File: src/rtl/ps2_arrow_decoder.sv
// PS/2 keyboard receiver in the vga_clk domain: synchronises and filters the PS/2 pins,
// receives 11-bit frames, and turns E0/F0-prefixed arrow scan codes into held key levels.
module ps2_arrow_decoder #(
    parameter int FILTER_LEN     = 4,
    parameter int TIMEOUT_CYCLES = 5000,
    parameter int TO_W           = 13
) (
    input  logic       vga_clk,
    input  logic       reset,
    input  logic       ps2_clk,
    input  logic       ps2_data,
    output logic [7:0] scan_code,
    output logic       scan_valid,
    output logic       frame_err,
    output logic       key_up,
    output logic       key_down,
    output logic       key_left,
    output logic       key_right
);

    localparam int FW = $clog2(FILTER_LEN);
    localparam logic [FW-1:0]   FILT_LAST = FW'(FILTER_LEN - 1);
    localparam logic [TO_W-1:0] TO_LAST   = TO_W'(TIMEOUT_CYCLES - 1);

    typedef enum logic [1:0] {
        IDLE,
        DATA,
        PARITY,
        STOP
    } state_t;

    logic          clk_meta;
    logic          clk_sync;
    logic          data_meta;
    logic          data_sync;
    logic          clk_filt;
    logic [FW-1:0] filt_cnt;
    logic          fall;

    state_t        state;
    logic [2:0]    bit_cnt;
    logic [7:0]    shreg;
    logic          parity_ok;
    logic [TO_W-1:0] to_cnt;
    logic [TO_W-1:0] to_next;

    logic          ext;
    logic          brk;

    always_ff @(posedge vga_clk) begin
        if (reset) begin
            clk_meta  <= 1'b1;
            clk_sync  <= 1'b1;
            data_meta <= 1'b1;
            data_sync <= 1'b1;
        end else begin
            clk_meta  <= ps2_clk;
            clk_sync  <= clk_meta;
            data_meta <= ps2_data;
            data_sync <= data_meta;
        end
    end

    // Any sample agreeing with the filtered level restarts the run, so short glitches never land.
    always_ff @(posedge vga_clk) begin
        if (reset) begin
            clk_filt <= 1'b1;
            filt_cnt <= '0;
        end else if (clk_sync == clk_filt) begin
            filt_cnt <= '0;
        end else if (filt_cnt == FILT_LAST) begin
            clk_filt <= clk_sync;
            filt_cnt <= '0;
        end else begin
            filt_cnt <= filt_cnt + 1'b1;
        end
    end

    assign fall    = clk_filt & ~clk_sync & (filt_cnt == FILT_LAST);
    assign to_next = to_cnt + 1'b1;

    // Expiry is judged on the incremented count so the error lands TIMEOUT_CYCLES after the fall cycle.
    always_ff @(posedge vga_clk) begin
        if (reset) begin
            state      <= IDLE;
            bit_cnt    <= '0;
            shreg      <= '0;
            parity_ok  <= 1'b0;
            to_cnt     <= '0;
            scan_code  <= '0;
            scan_valid <= 1'b0;
            frame_err  <= 1'b0;
        end else begin
            scan_valid <= 1'b0;
            frame_err  <= 1'b0;

            if (state == IDLE || fall) begin
                to_cnt <= '0;
            end else if (to_next == TO_LAST) begin
                to_cnt    <= '0;
                state     <= IDLE;
                frame_err <= 1'b1;
            end else begin
                to_cnt <= to_next;
            end

            if (fall) begin
                case (state)
                    IDLE: begin
                        if (!data_sync) begin
                            state   <= DATA;
                            bit_cnt <= '0;
                        end
                    end
                    DATA: begin
                        shreg   <= {data_sync, shreg[7:1]};
                        bit_cnt <= bit_cnt + 1'b1;
                        if (bit_cnt == 3'd7) begin
                            state <= PARITY;
                        end
                    end
                    PARITY: begin
                        parity_ok <= ^{shreg, data_sync};
                        state     <= STOP;
                    end
                    STOP: begin
                        if (data_sync && parity_ok) begin
                            scan_code  <= shreg;
                            scan_valid <= 1'b1;
                        end else begin
                            frame_err <= 1'b1;
                        end
                        state <= IDLE;
                    end
                    default: state <= IDLE;
                endcase
            end
        end
    end

    // Only E0-prefixed arrow codes touch the key levels; keypad codes without E0 are ignored.
    always_ff @(posedge vga_clk) begin
        if (reset) begin
            ext       <= 1'b0;
            brk       <= 1'b0;
            key_up    <= 1'b0;
            key_down  <= 1'b0;
            key_left  <= 1'b0;
            key_right <= 1'b0;
        end else if (frame_err) begin
            ext <= 1'b0;
            brk <= 1'b0;
        end else if (scan_valid) begin
            if (scan_code == 8'hE0) begin
                ext <= 1'b1;
            end else if (scan_code == 8'hF0) begin
                brk <= 1'b1;
            end else begin
                if (ext) begin
                    case (scan_code)
                        8'h75:   key_up    <= ~brk;
                        8'h72:   key_down  <= ~brk;
                        8'h6B:   key_left  <= ~brk;
                        8'h74:   key_right <= ~brk;
                        default: ;
                    endcase
                end
                ext <= 1'b0;
                brk <= 1'b0;
            end
        end
    end

endmodule

File: config.mk
export PLATFORM = sky130hd
export DESIGN_NAME = ps2_arrow_decoder
export DESIGN_NICKNAME = d
export VERILOG_FILES = /design/src/rtl/ps2_arrow_decoder.sv
export SDC_FILE = /design/constraint.sdc
export NUM_CORES = 1
export LEC_CHECK = 0
export CORE_MARGIN = 4
export CORE_UTILIZATION = 51
export CTS_CLUSTER_SIZE = 30
export DETAILED_ROUTE_END_ITERATION = 7
export PLACE_DENSITY_LB_ADDON = 0.08
export SYNTH_ARGS = -nofsm -noshare
export SYNTH_HDL_FRONTEND = slang
export SYNTH_SLANG_ARGS = --single-unit
export TNS_END_PERCENT = 30
File: constraint.sdc
create_clock -name vga_clk -period 1.8 [get_ports vga_clk]
set_input_delay 0.36 -clock vga_clk [delete_from_list [all_inputs] [get_ports vga_clk]]
set_output_delay 0.36 -clock vga_clk [all_outputs]
set_load 0.03 [all_outputs]
==> qor.yml <==
worst_hold_path:
  hold_depth: 1
  hold_class: "reg2reg"
sta:
  layout_min_cycle_time_ns: 1.85
  hold_viol: 0
  rsz0062_at_grt: "true"
  fmax_mhz: 541
  slew_headroom_pct: 76.2
  fin_crit_sh_pct: 103
  skew_ns: 0.00784
  setup_slack_ns: -0.0500
  setup_viol_count_final: 13
  tightest_slew_ns: 0.357
  hold_slack_ns: 0.413
  drv_slew: 0
setup_path:
  r2r-end: "frame_err"
  worstPathArrival_ns: 2.07
  crit_chain: "ha_4 > and3_4 > nand4_1 > xor2_1 > nor4b_2 > buf_4 > nand2_2 > o32ai_2"
  critical_path.endpoint: "frame_err"
  start_kind: "flip-flop"
  critPathCaptureType: "flip-flop"
  cp_max_fo: 5
  worstSetupPathType: "reg2reg"
  rr_startpoint: "to_cnt[0]"
  cp.required_ns: 2.02
  r2r_slack_ns: -0.05
  rr_worst_depth: 8
  critical_path.slowest_cell: "dfxtp_2"
  max_stage_delay_ns: 0.37
  critPathLaunch: "to_cnt[0]"
global_routing:
  grt_pass1_vias: 1632
  grt_use_total_pct: 16.6
  grt_overflow: 0
  grt_max_degree: 36
  grt_pass1_wl_um: 7280
  antenna_found_initial: 0
synth:
  synthMostInstantiatedCell: "dfxtp_1"
  ys_top_cells_by_area: "dfxtp_1 44%, nor2_1 5.9%, mux2i_1 4.8%"
  synth_top_area_share_pct: 44.1
  synth_top_area_cell: "dfxtp_1"
  syn_inst: 258
  ys_warn_count: 0
  yosysSeqAreaShare_pct: 44.1
  syn_area_per_cell_sq_um: 8.81
  synth.cell_area_sq_um: 2270
  syn_nets: 268
  async_reset_ff_share_pct: 0
  yosys-top-cells-count: "50 x dfxtp_1, 36 x nor2_1, 29 x nand2_1"
  dominantRegCellSynth: "dfxtp_1"
  ys_ff_latch: 50
  synth_edf_count: 0
  yosys.cell_types.count: 46
cts:
  cts-buffers-inserted: 5
  cts-root-buf: "clkbuf_8"
  cts.path.max_buffers: 2
  clk_latency_ns: 0.30
  cts_tree: "built"
  cts_max_level: 2
  clk_pin_slew_ns: 0.09
  cts_sinks: 50
die:
  die_x_um: 74.7
  core.rowCount: 24
  start_util_pct: 52.5
  io_pins: 18
  core_region_area_sq_um: 4320
  die_h_um: 74.7
  dieArea_sq_um: 5590
drt:
  ant_nets: 0
  wl_per_cell_um: 12.8
  routed_wl_um: 4430
  drt_iter0_markers: 76
  via_count: 1845
  drc: 0
  viasPerCell: 5.35
  dr.pass1.iters: 5
pwr:
  ir_drop_mv: 0.489
  clkPwrFrac_pct: 35.8
  p_comb_share_pct: 1.8
  power.density_nw_per_um2: 640
  finalPower_mw: 1.78
  p_leak_nw: 1.11
  netSwitchingFraction_pct: 21.5
  switching_power_mw: 0.383
  intPower_mw: 1.40
  p_seq_share_pct: 62.4
outcome:
  status: "complete, but fails checks"
  violations: "negative setup slack"
job:
  drv_cap: 0
final_layout:
  fin_util_pct: 64.4
  drive_gt1_share_pct: 18.1
  nets: 302
  fin_area_sq_um: 2780
  finalNonFillerCells: 345
  diodes: 0
  area_growth_pct: 22.5
place:
  gp_congestion: 0.812
  placed_cells: 336
  dpl.hpwl_um: 3130
  place.port_buffers: 17
  place_area_sq_um: 2630
worst max-delay path: cells and delay by family (launching register included):
kind	cells	cell delay (ns)
and+or+nand+nor	4	0.70
adders and majority gates	1	0.15
AOI/OAI and AO/OA	1	0.18
buffers and inverters	1	0.19
xor gates and xnor gates	1	0.19
DFF	1	0.37
registers in the layout, summed over array words and instances, names as in the netlist, 2 cells and up:
register,count
to_cnt,13
filt_cnt,2
shreg,8
state,2
bit_cnt,3
scan_code,8
power groups by stage:
stage	Combinational [mW]	Sequential, mW	Clock, mW
after floorplan	0.0207	1.14	0
after global placement	0.0313	1.14	0
after detailed placement	0.0315	1.14	0
after CTS	0.0318	1.11	0.669
after global routing	0.0354	1.11	0.713
final	0.0316	1.11	0.638
placed cells by master, fill, tap and decap left out, types with 2 or more instances in the layout:
| cell | n |
|---|---|
| a21o_1 | 2 |
| a21oi_1 | 19 |
| a22oi_1 | 2 |
| and3_1 | 4 |
| and4_1 | 2 |
| buf_4 | 20 |
| buf_6 | 2 |
| clkbuf_8 | 5 |
| clkdlybuf4s50_1 | 8 |
| dfxtp_1 | 46 |
| dfxtp_2 | 3 |
| dlygate4sd2_1 | 2 |
| dlymetal6s2s_1 | 7 |
| ha_1 | 5 |
| inv_1 | 6 |
| mux2i_1 | 11 |
| nand2_1 | 28 |
| nand2b_1 | 3 |
| nand3_1 | 8 |
| nand4_1 | 6 |
| nand4b_1 | 2 |
| nor2_1 | 34 |
| nor2_2 | 3 |
| nor2b_1 | 2 |
| nor3_1 | 3 |
| nor3b_1 | 3 |
| nor4b_2 | 2 |
| o211ai_1 | 3 |
| o21ai_0 | 2 |
| or2_2 | 4 |
| xnor2_1 | 11 |
| xor2_1 | 8 |
worst min-delay path by stage:
stage | start | end | slack (ns)
final | clk_meta | clk_sync | 0.41
after global routing | data_meta | data_sync | 0.44
after CTS | clk_meta | clk_sync | 0.42
after detailed placement | data_meta | data_sync | 0.40
after global placement | clk_meta | clk_sync | 0.39
after floorplan | clk_meta | clk_sync | 0.39
through the flow:
stage | setup WS [ns] | TNS (ns)
global placement | -0.0460 | -0.184
finish | -0.0500 | -0.272
CTS | -0.0213 | -0.0431
floorplan | -0.0307 | -0.275
global route | -0.160 | -1.65
detailed placement | -0.0419 | -0.103
routing by layer:
layer  routed length, um  global-route usage (%)
met5                   0                       0
met4                  35                    4.74
met3                 150                    4.01
met2                1980                    25.6
met1                2270                    23.2
final cells by class:
| cell class | count | area (sq um) |
|---|---|---|
| inverter | 6 | 22.5 |
| clock inverter | 2 | 13.8 |
| tap | 52 | 65.1 |
| multi-input combinational | 189 | 1220 |
| fill | 390 | 1540 |
| clock buffer | 6 | 72.6 |
| sequential | 50 | 1010 |
| timing repair buffer | 40 | 378 |
timing repair:
action,4_1_cts,5_1_grt
hold buffers,0,0
pin swaps,3,3
gates resized for setup,12,11
setup buffers,0,1
setup endpoints to repair,16,31
logic make-up after synthesis:
| family | synth area share, % |
|---|---|
| AOI/OAI and AO/OA | 10.6 |
| xor gates and xnor gates | 7.32 |
| adders and majority gates | 3.30 |
| buffers and inverters | 4.18 |
| DFF | 44.1 |
| muxes | 4.85 |
| and+or+nand+nor | 25.7 |
Power figures use the tool's default switching activity.
